File: config.mk
export PLATFORM = sky130hd
export DESIGN_NAME = countdown_timer
export DESIGN_NICKNAME = d
export VERILOG_FILES = /design/src/rtl/countdown_timer.sv
export SDC_FILE = /design/constraint.sdc
export NUM_CORES = 1
export LEC_CHECK = 0
export CELL_PAD_IN_SITES_DETAIL_PLACEMENT = 0
export CELL_PAD_IN_SITES_GLOBAL_PLACEMENT = 1
export CORE_ASPECT_RATIO = 1.4
export CORE_UTILIZATION = 38
export CTS_CLUSTER_SIZE = 12
export DETAILED_ROUTE_END_ITERATION = 8
export PLACE_DENSITY_LB_ADDON = 0.1
export SYNTH_ARGS = -nofsm -noshare
export SYNTH_HDL_FRONTEND = slang
export SYNTH_SLANG_ARGS = --single-unit
File: constraint.sdc
create_clock -name clk -period 2.7 [get_ports clk]
set_input_delay 0.54 -clock clk [delete_from_list [all_inputs] [get_ports clk]]
set_output_delay 0.54 -clock clk [all_outputs]
set_load 0.01 [all_outputs]
File: src/rtl/countdown_timer.sv
// countdown_timer: loadable down-counter with a one-cycle terminal-count pulse.
// A start value is loaded through a valid/ready port. The counter decrements by
// STEP on enabled cycles, then pulses tc and either stops (one-shot) or reloads
// (auto-reload). The last step clamps to zero, so the counter never wraps.
//
// Ports:
//   clk         rising-edge clock
//   rst         asynchronous active-low reset
//   en          count enable
//   abort       synchronous stop; overrides count, terminal and load
//   load_valid  load request
//   load_ready  load accepted this cycle if load_valid (combinational)
//   load_value  start / reload value
//   auto_reload mode select, sampled only on a load accepted in IDLE
//   out         current count (registered)
//   busy        high while running (registered)
//   tc          terminal-count pulse (registered)
module countdown_timer #(
  parameter string       ARCHITECTURE = "BEHAVIORAL",
  parameter int unsigned DATA_WIDTH   = 8,
  parameter int unsigned STEP         = 1
) (
  input  logic                  clk,
  input  logic                  rst,
  input  logic                  en,
  input  logic                  abort,
  input  logic                  load_valid,
  output logic                  load_ready,
  input  logic [DATA_WIDTH-1:0] load_value,
  input  logic                  auto_reload,
  output logic [DATA_WIDTH-1:0] out,
  output logic                  busy,
  output logic                  tc
);

  localparam logic [DATA_WIDTH-1:0] STEP_W = DATA_WIDTH'(STEP);

  typedef enum logic {
    IDLE = 1'b0,
    RUN  = 1'b1
  } state_t;

  // Vendor-specific implementations are reserved names only; all variants
  // fall back to the behavioral datapath below.
  if (ARCHITECTURE != "BEHAVIORAL") begin : g_arch_placeholder
  end

  state_t                state;
  state_t                state_d;
  logic [DATA_WIDTH-1:0] out_d;
  logic                  busy_d;
  logic                  tc_d;
  logic [DATA_WIDTH-1:0] reload_reg;
  logic [DATA_WIDTH-1:0] reload_d;
  logic                  mode_reg;
  logic                  mode_d;
  logic                  accept;

  // Loads are taken in IDLE, or in RUN only to retarget an auto-reload period.
  assign load_ready = !abort && ((state == IDLE) || ((state == RUN) && mode_reg));
  assign accept     = load_valid && load_ready;

  // State register and datapath registers.
  always_ff @(posedge clk or negedge rst) begin
    if (!rst) begin
      state      <= IDLE;
      out        <= '0;
      busy       <= 1'b0;
      tc         <= 1'b0;
      reload_reg <= '0;
      mode_reg   <= 1'b0;
    end else begin
      state      <= state_d;
      out        <= out_d;
      busy       <= busy_d;
      tc         <= tc_d;
      reload_reg <= reload_d;
      mode_reg   <= mode_d;
    end
  end

  // Next-state and next-output logic.
  always_comb begin
    state_d  = state;
    out_d    = out;
    busy_d   = busy;
    tc_d     = 1'b0;
    reload_d = reload_reg;
    mode_d   = mode_reg;

    if (abort) begin
      state_d = IDLE;
      out_d   = '0;
      busy_d  = 1'b0;
    end else begin
      unique case (state)
        IDLE: begin
          if (accept) begin
            if (load_value != '0) begin
              out_d    = load_value;
              reload_d = load_value;
              mode_d   = auto_reload;
              busy_d   = 1'b1;
              state_d  = RUN;
            end else begin
              // Zero load terminates immediately without entering RUN.
              out_d = '0;
              tc_d  = 1'b1;
            end
          end
        end

        RUN: begin
          // Mid-run load only retargets the next period; a zero value
          // converts the run to one-shot at its next terminal.
          if (accept) begin
            reload_d = load_value;
            if (load_value == '0) begin
              mode_d = 1'b0;
            end
          end

          if (en) begin
            if (out > STEP_W) begin
              out_d = out - STEP_W;
            end else begin
              tc_d = 1'b1;
              if (mode_reg) begin
                // Reload uses the register value from before any same-edge load.
                out_d = reload_reg;
              end else begin
                out_d   = '0;
                busy_d  = 1'b0;
                state_d = IDLE;
              end
            end
          end
        end

        default: begin
          state_d = IDLE;
        end
      endcase
    end
  end

endmodule
==> flow_summary_export.csv, run 1 <==
group,metric,value,unit
clock_tree,cts_sinks,20,
sta,setup_tns,0,ps
run,maxCapViolCount,0,
logic_synthesis,yosys-top-cells-area,"dfrtp_1, mux2_2, nand2_1, a31oi_1, nor4_1",
critical_path,start_kind,"input port",
layout,layout_common_cells,"clkdlybuf4s50_1, dfrtp_1, nand2_1",
critical_path,worstSetupEndpointType,"output pin",
clock_tree,root_buffer,"clkbuf_8",
route,drc,0,
logic_synthesis,yosysTopAreaCell,"dfrtp_1",
clock_tree,cts-resized-gates,0,
power,ir_drop,0.296,mV
clock_tree,cts_max_path_buffers,2,
critical_path,worstPathRequired,2160,ps
clock_tree,cts-buffers-inserted,3,
sta,max_freq,435,MHz
placed_design,gp_congestion,0.811,
global_routing,grt_max_degree,21,
logic_synthesis,yosysSeqAreaShare,39.9,%
logic_synthesis,postSynthAreaPerCell,9.50,um2
logic_synthesis,synthDistinctLibCells,44,
placed_design,io_buffers,24,
logic_synthesis,synth_enable_flop_cells,0,
logic_synthesis,ys_seq_elements,20,
worst_hold_path,hold_path.class,"flop to flop",
logic_synthesis,yosysWarnings,0,
logic_synthesis,syn_inst,132,
layout,layout-drive-gt1-share,17.3,%
die,start_util,40.1,%
sta,finalSetupViolCount,0,
global_routing,antenna_found_initial,0,
layout,diodes,0,
die,coreArea,0.00312,mm2
global_routing,grt_pass1_wl,5610,um
clock_tree,post_cts_buffers,0,
logic_synthesis,syn_area,0.00125,mm2
clock_tree,path_clk_slew,80,ps
critical_path,path_class,"input port to output pin",
die,die_width,50.5,um
layout,syn2layout_area_growth,31.2,%
sta,slew_viol_final,0,
power,leakage,0.665,nW
route,routed_wl,3450,um
logic_synthesis,synth_nets,148,
status,outcome,"completed",
layout,nets,179,
sta,period_share,85.0,%
logic_synthesis,synth_ff_type,"dfrtp_1",
clock_tree,clk_latency,260,ps
logic_synthesis,async_reset_ff_share,100,%
die,die_y,70.0,um
route,detail_route.vias_per_cell,5.71,
sta,timing.final.ws_setup,404,ps
power,power.density,643,mW/mm2
logic_synthesis,synth_top_area_share,39.9,%
route,first_iter_violations,18,
placed_design,pre_cts_ws,206,ps
critical_path,crit_fanout,8,
die,die-area,0.00354,mm2
sta,relSlewSlack,63.6,%
route,antenna_left,0,
route,via_count,1148,
sta,hold_viol,0,
sta,rsz0062_at_grt,"no",
sta,tightest_slew,532,ps
clock_tree,cts_tree,"yes",
global_routing,grt_pass1_vias,1172,
clock_tree,h-tree-depth,1,
global_routing,grt_overflow,0,
layout,mostFrequentLayoutCell,"clkdlybuf4s50_1",
route,drt_pre_antenna_iters,4,
die,io_pins,25,
layout,fill_cells,320,
global_routing,track_usage,21.4,%
sta,clock_skew,3.20,ps
sta,layout_min_cycle_time,2300,ps
placed_design,hpwl,2730,um
die,row_count,24,
critical_path,cp_data_arrival_time,1760,ps
clock_tree,hold_buffers,0,
route,post_drt_wl_per_cell,17.2,um
-- Yosys cell counts (2+ instances only) --
master	number
nor2_1	9
a21oi_1	5
nand2b_1	2
xnor2_1	2
a31oi_1	6
or3_1	2
o22ai_1	3
a2111oi_0	2
o221ai_1	2
nand2_1	14
inv_1	6
ha_1	2
nor4_1	6
nor3_1	3
dfrtp_1	20
mux2_2	11
nor2b_1	3
clkbuf_1	3
a311oi_1	2
nand3_1	2
or2_2	2
o21ai_0	2
mux2i_1	2
-- worst max-delay path, stage by stage --
cell	delay (ps)
clkdlybuf4s50_1	530
nor2_1	150
clkdlybuf4s50_1	540
-- where the power goes --
group / switching, mW / leakage (nW) / internal (mW)
logic: 0.170 / 0.381 / 0.177
clock network: 0.104 / 0.0357 / 0.198
registers: 0.0631 / 0.248 / 0.347
total: 0.336 / 0.665 / 0.721
-- layer usage --
| layer | global-route usage [%] | part of all wire (%) |
|---|---|---|
| met1 | 24.7 | 41 |
| met2 | 39.3 | 54 |
| met3 | 2.61 | 2.3 |
| met4 | 7.41 | 2.4 |
| met5 | 0 | 0 |
-- logic make-up after synthesis --
family / synth area share [%]
XOR/XNOR: 2.10
AND/OR/NAND/NOR: 20.2
buffers and inverters: 3.49
flip-flops: 39.9
multiplexers: 11.5
adder cells (fa/ha/maj): 2.00
AO/OA/AOI/OAI: 20.9
-- worst paths after layout --
path / start / depth (start not counted) / slack (ps) / endpoint
min in group asynchronous: rst / 2 / 620 / out[5]
setup / recovery: abort / 3 / 400 / load_ready
max in group asynchronous: rst / 2 / 1860 / out[3]
setup reg to reg: out[5] / 4 / 600 / busy
hold / removal: reload_reg[0] / 1 / 520 / reload_reg[0]
hold reg to reg: reload_reg[0] / 1 / 520 / reload_reg[0]
-- through the flow --
stage | hold WS [ps] | std cells | power (mW) | cell area (um2) | utilization (%)
after floorplan | 244 | 132 | 0.620 | 1250 | -
after global placement | 494 | 197 | 0.759 | 1570 | 50.4
after detailed placement | 502 | 197 | 0.763 | 1570 | 50.4
after CTS | 521 | 201 | 1.07 | 1650 | 52.7
after global routing | 546 | 201 | 1.12 | 1650 | 52.7
final | 516 | 201 | 1.06 | 1650 | 52.7
-- area by class of cell --
class / instances / area, um2 / share of cell area [%]
inverter: 6 / 22.5 / 1.37
sequential: 20 / 500 / 30.4
timing repair buffer: 31 / 293 / 17.8
clock buffer: 3 / 41.3 / 2.51
multi-input combinational: 101 / 709 / 43.1
tap: 39 / 48.8 / 2.97
clock inverter: 1 / 30.0 / 1.83
(Power assumes the default switching activity.)
==> inputs of run 2 (changes only) <==
--- a/config.mk
+++ b/config.mk
@@ -7,7 +7,7 @@
 export LEC_CHECK = 0
 export CELL_PAD_IN_SITES_DETAIL_PLACEMENT = 0
 export CELL_PAD_IN_SITES_GLOBAL_PLACEMENT = 1
-export CORE_ASPECT_RATIO = 1.4
+export CORE_ASPECT_RATIO = 1.1
 export CORE_UTILIZATION = 38
 export CTS_CLUSTER_SIZE = 12
 export DETAILED_ROUTE_END_ITERATION = 8
==> constraint.sdc (replaced) <==
create_clock -name clk -period 2.7 [get_ports clk]
set_input_delay 0.54 -clock clk [delete_from_list [all_inputs] [get_ports clk]]
set_output_delay 0.54 -clock clk [all_outputs]
set_load 0.005 [all_outputs]
==> run 2 against run 1 <==
The run now ends with DRC left. Fmax rose by 1.4%. Clock-buffer cell count did not move. Non-clock buffer count did not move. Setup slack improved by 32 ps. Critical endpoint unchanged. Largest cell class unchanged. Largest power group unchanged.
==> flow_summary_export.csv, run 2 (synthesis gave the netlist of run 1 again) <==
group,metric,value,unit
die,die_y,62.2,um
sta,setup_tns,0,ps
clock_tree,cts_max_path_buffers,2,
layout,diodes,0,
global_routing,antenna_found_initial,0,
clock_tree,h-tree-depth,1,
power,power.density,617,mW/mm2
sta,period_share,83.9,%
route,drt_pre_antenna_iters,6,
sta,hold_ws,528,ps
worst_hold_path,hold_path.class,"flop to flop",
critical_path,crit_fanout,10,
sta,rsz0062_at_grt,"no",
clock_tree,path_clk_slew,120,ps
worst_hold_path,worstHoldEndpoint,"reload_reg[1]",
global_routing,track_usage,20.9,%
run,maxCapViolCount,0,
critical_path,r2r_setup_slack,640,ps
layout,syn2layout_area_growth,29.2,%
route,drc,7,
layout,fill_cells,309,
critical_path,crit_slowest_cell,"dfrtp_1",
route,routed_wl,3350,um
sta,slew_viol_final,0,
layout,layout_common_cells,"clkdlybuf4s50_1, dfrtp_1, nand2_1",
die,coreArea,0.00310,mm2
status,outcome,"finished, violations left",
layout,multi_input_area,709,um2
worst_hold_path,hold_start,"reload_reg[1]",
status,violations,"DRC",
clock_tree,post_cts_buffers,0,
die,io_pins,25,
critical_path,worstSetupEndpointType,"output pin",
layout,mostFrequentLayoutCell,"clkdlybuf4s50_1",
clock_tree,clk_latency,310,ps
critical_path,reg2reg_depth,4,
critical_path,cp_cell_sequence,"nor2b_1 > nor2_1 > clkdlybuf4s50_1",
route,first_iter_violations,58,
route,post_drt_wl_per_cell,17.1,um
clock_tree,cts-resized-gates,0,
layout,nets,179,
power,power_frac_comb,34.3,%
sta,layout_min_cycle_time,2260,ps
power,pwr-share-seq,40.7,%
sta,max_freq,442,MHz
global_routing,grt_pass1_wl,5600,um
power,fin_total_pwr,0.999,mW
worst_hold_path,hold_path_depth,1,
clock_tree,root_buffer,"clkbuf_4",
route,via_count,1154,
power,clkPwrFrac,25.0,%
power,internal_power,0.675,mW
global_routing,grt_pass1_vias,1122,
clock_tree,cts_tree,"yes",
sta,hold_viol,0,
route,antenna_left,0,
critical_path,worstPathRequired,2160,ps
power,p_sw_share,32.5,%
layout,layout-drive-gt1-share,17.3,%
die,die_width,56.8,um
critical_path,regToRegStartpoint,"out[5]",
route,detail_route.vias_per_cell,5.89,
layout,utilization,52.3,%
placed_design,gp_congestion,0.795,
global_routing,grt_max_degree,21,
clock_tree,hold_buffers,0,
critical_path,cp_data_arrival_time,1720,ps
placed_design,hpwl,2530,um
die,start_util,40.4,%
clock_tree,cts_sinks,20,
sta,tightest_slew,566,ps
sta,relSlewSlack,62.1,%
critical_path,start_kind,"flop",
critical_path,cpPeakStageDelay,620,ps
power,leakage,0.657,nW
critical_path,timing.rr.end,"out[5]",
power,ir_drop,0.220,mV
die,row_count,21,
die,die-area,0.00353,mm2
sta,finalSetupViolCount,0,
layout,regArea,500,um2
clock_tree,cts-buffers-inserted,3,
sta,clock_skew,2.60,ps
power,p_switching,0.324,mW
critical_path,path_class,"flop to output pin",
placed_design,io_buffers,24,
global_routing,grt_overflow,0,
==> run 2: cell count changes in the layout (fill, tap and decap cells not counted) <==
cell,delta
clkbuf_8,-3
clkbuf_4,+3
==> run 2: cell type report <==
class	instances	area share (%)
Multi-Input combinational cell	101	43.8
Clock inverter	1	1.85
Sequential cell	20	30.9
Clock buffer	3	1.39
Timing Repair Buffer	31	18.1
Tap cell	34	2.63
Inverter	6	1.39
==> run 2: power groups by stage <==
stage | Clock [mW] | Sequential, mW | Combinational (mW)
global route | 0.270 | 0.417 | 0.375
finish | 0.250 | 0.406 | 0.343
global placement | 0 | 0.411 | 0.340
floorplan | 0 | 0.389 | 0.222
detailed placement | 0 | 0.412 | 0.340
CTS | 0.255 | 0.406 | 0.342
==> run 2: critical path, delay by kind of cell, from the launching register on <==
family        cells  cell delay [ps]
simple gates      2              290
flops             1              620
buf+inv           1              510
==> run 2: per-layer routing <==
metal	part of all wire (%)	GRT usage [%]	up-vias
li1	-	-	568
met1	47	31.0	545
met2	47	31.7	36
met3	4.5	2.71	5
met4	1.2	6.10	0
met5	0	0	-
==> run 2: worst max path at each step <==
stage	to	slack, ps	depth (start not counted)	from
final	load_ready	440	3	mode_reg
after global routing	load_ready	310	3	mode_reg
after CTS	load_ready	410	3	mode_reg
after detailed placement	reload_reg[1]	210	5	load_value[7]
after global placement	reload_reg[4]	260	5	load_value[7]
after floorplan	out[5]	780	5	out[5]
==> run 2: through the flow <==
| stage | area [um2] | cells | setup slack (ps) |
|---|---|---|---|
| 4_1_cts | 1620 | 196 | 409 |
| 3_3_place_gp | 1570 | 192 | 264 |
| 6_report | 1620 | 196 | 435 |
| 3_5_place_dp | 1570 | 192 | 207 |
| 5_1_grt | 1620 | 196 | 314 |
| 2_1_floorplan | 1250 | 132 | 784 |
==> inputs of run 3 (changes only) <==
--- a/config.mk
+++ b/config.mk
@@ -8,7 +8,7 @@
 export CELL_PAD_IN_SITES_DETAIL_PLACEMENT = 0
 export CELL_PAD_IN_SITES_GLOBAL_PLACEMENT = 1
 export CORE_ASPECT_RATIO = 1.1
-export CORE_UTILIZATION = 38
+export CORE_UTILIZATION = 35
 export CTS_CLUSTER_SIZE = 12
 export DETAILED_ROUTE_END_ITERATION = 8
 export PLACE_DENSITY_LB_ADDON = 0.1
==> constraint.sdc (replaced) <==
create_clock -name clk -period 2.05 [get_ports clk]
set_input_delay 0.41 -clock clk [delete_from_list [all_inputs] [get_ports clk]]
set_output_delay 0.41 -clock clk [all_outputs]
set_load 0.005 [all_outputs]
==> run 3 against run 2 <==
The run now ends clean. Global-route usage up 1.9 points. Cell area up 15%. First-iteration DRC count up 47%. Critical path type unchanged. Largest cell class unchanged. Highest routed layer unchanged.
==> flow_summary_export.csv, run 3 (synthesis gave the netlist of run 1 again) <==
group,metric,value,unit
status,outcome,"completed",
clock_tree,cts_tree,"yes",
layout,mostFrequentLayoutCell,"buf_4",
critical_path,timing.rr.end,"out[5]",
clock_tree,path_clk_slew,120,ps
critical_path,regToRegStartpoint,"out[5]",
power,leakage,0.801,nW
sta,clock_skew,4.61,ps
run,maxCapViolCount,0,
clock_tree,cts_max_path_buffers,2,
sta,hold_viol,0,
route,first_iter_violations,85,
critical_path,cp_cell_sequence,"nor2b_2 > nor2_1 > clkdlybuf4s50_1",
clock_tree,cts-buffers-inserted,3,
power,ir_drop,0.376,mV
critical_path,cpPeakStageDelay,510,ps
die,die-area,0.00383,mm2
sta,slew_viol_final,0,
worst_hold_path,hold_path.class,"input port to async pin",
clock_tree,clk_latency,300,ps
route,via_count,1275,
critical_path,r2r_setup_slack,130,ps
clock_tree,h-tree-depth,1,
critical_path,crit_fanout,5,
critical_path,worstPathRequired,1640,ps
sta,finalSetupViolCount,0,
placed_design,hpwl,2970,um
clock_tree,cts_sinks,20,
power,power.density,720,mW/mm2
placed_design,pre_cts_ws,-211,ps
global_routing,grt_pass1_wl,6390,um
critical_path,worstSetupEndpointType,"output pin",
die,start_util,37.0,%
sta,timing.final.ws_setup,115,ps
critical_path,reg2reg_depth,4,
route,routed_wl,3780,um
sta,tightest_slew,528,ps
route,drc,0,
die,row_count,22,
sta,period_share,94.4,%
global_routing,grt_pass1_vias,1306,
die,die_y,64.8,um
die,io_pins,25,
sta,layout_min_cycle_time,1930,ps
placed_design,gp_congestion,0.834,
layout,nets,208,
layout,syn2layout_area_growth,48.7,%
critical_path,path_class,"flop to output pin",
die,coreArea,0.00339,mm2
global_routing,grt_max_degree,21,
layout,diodes,0,
power,fin_total_pwr,1.34,mW
sta,rsz0062_at_grt,"no",
sta,max_freq,517,MHz
route,antenna_left,0,
route,detail_route.vias_per_cell,5.33,
clock_tree,hold_buffers,0,
critical_path,crit_slowest_cell,"clkdlybuf4s50_1",
layout,layout_common_cells,"buf_4, clkdlybuf4s50_1, dfrtp_1",
route,drt_pre_antenna_iters,4,
sta,hold_ws,437,ps
layout,layout-drive-gt1-share,33.0,%
die,die_width,59.1,um
critical_path,crit_family,"buffers and inverters",
sta,relSlewSlack,64.7,%
placed_design,io_buffers,24,
route,post_drt_wl_per_cell,15.8,um
critical_path,start_kind,"flop",
critical_path,path_buf_inv,1,
critical_path,cp_data_arrival_time,1520,ps
global_routing,grt_overflow,0,
clock_tree,root_buffer,"clkbuf_4",
global_routing,antenna_found_initial,0,
global_routing,track_usage,22.8,%
-- run 3: cell count changes in the layout (fill, tap and decap cells not counted), sizes merged --
cell           previous run  this run
bufinv                    1         0
buf                       7        36
clkbuf                    3         4
dlymetal6s2s              0         1
clkdlybuf4s50            24        23
-- run 3: through the flow --
stage / cells / cell area [um2] / setup TNS, ps / utilization, %
3_5_place_dp: 233 / 1790 / -1550 / 52.8
6_report: 239 / 1860 / 0 / 55.1
3_3_place_gp: 233 / 1790 / -1630 / 52.8
2_1_floorplan: 132 / 1250 / 0 / -
4_1_cts: 237 / 1820 / 0 / 53.9
5_1_grt: 239 / 1860 / 0 / 55.1
-- run 3: worst reg2reg max path: cells and delay by family (launching register included) --
kind,cells,cell delay [ps]
AOI/OAI and AO/OA,2,740
and+or+nand+nor,2,660
DFF,1,420
-- run 3: worst max-delay path by stage --
stage	startpoint	endpoint	cells past startpoint	slack, ps
after global routing	out[0]	out[4]	6	20
after global placement	load_value[3]	reload_reg[3]	6	-210
after CTS	abort	load_ready	3	60
final	state	load_ready	3	120
after floorplan	out[5]	out[5]	5	130
after detailed placement	load_value[0]	reload_reg[4]	6	-210
-- run 3: final cells by class --
| cell class | instances | area (um2) |
|---|---|---|
| flip-flops and latches | 20 | 502 |
| well taps | 48 | 60.1 |
| clock buffers | 4 | 36.3 |
| multi-input cells | 101 | 731 |
| repair buffers | 60 | 513 |
| inverters | 6 | 22.5 |
| fillers | 333 | 1520 |
-- run 3: what timing repair did --
item,4_1_cts,5_1_grt
setup endpoints to repair,0,8
gates resized for setup,0,8
setup buffers,0,2
-- run 3: layer usage --
layer  part of all wire [%]  track usage, %  up-vias
li1                       -               -      620
met1                     46            31.3      613
met2                     49            37.1       40
met3                    4.3            2.00        2
met4                   0.64            8.04        0
met5                      0               0        -
-- run 3: report_power, final --
group,switching [mW],internal (mW)
combinational,0.280,0.312
sequential,0.0545,0.457
clock,0.130,0.108
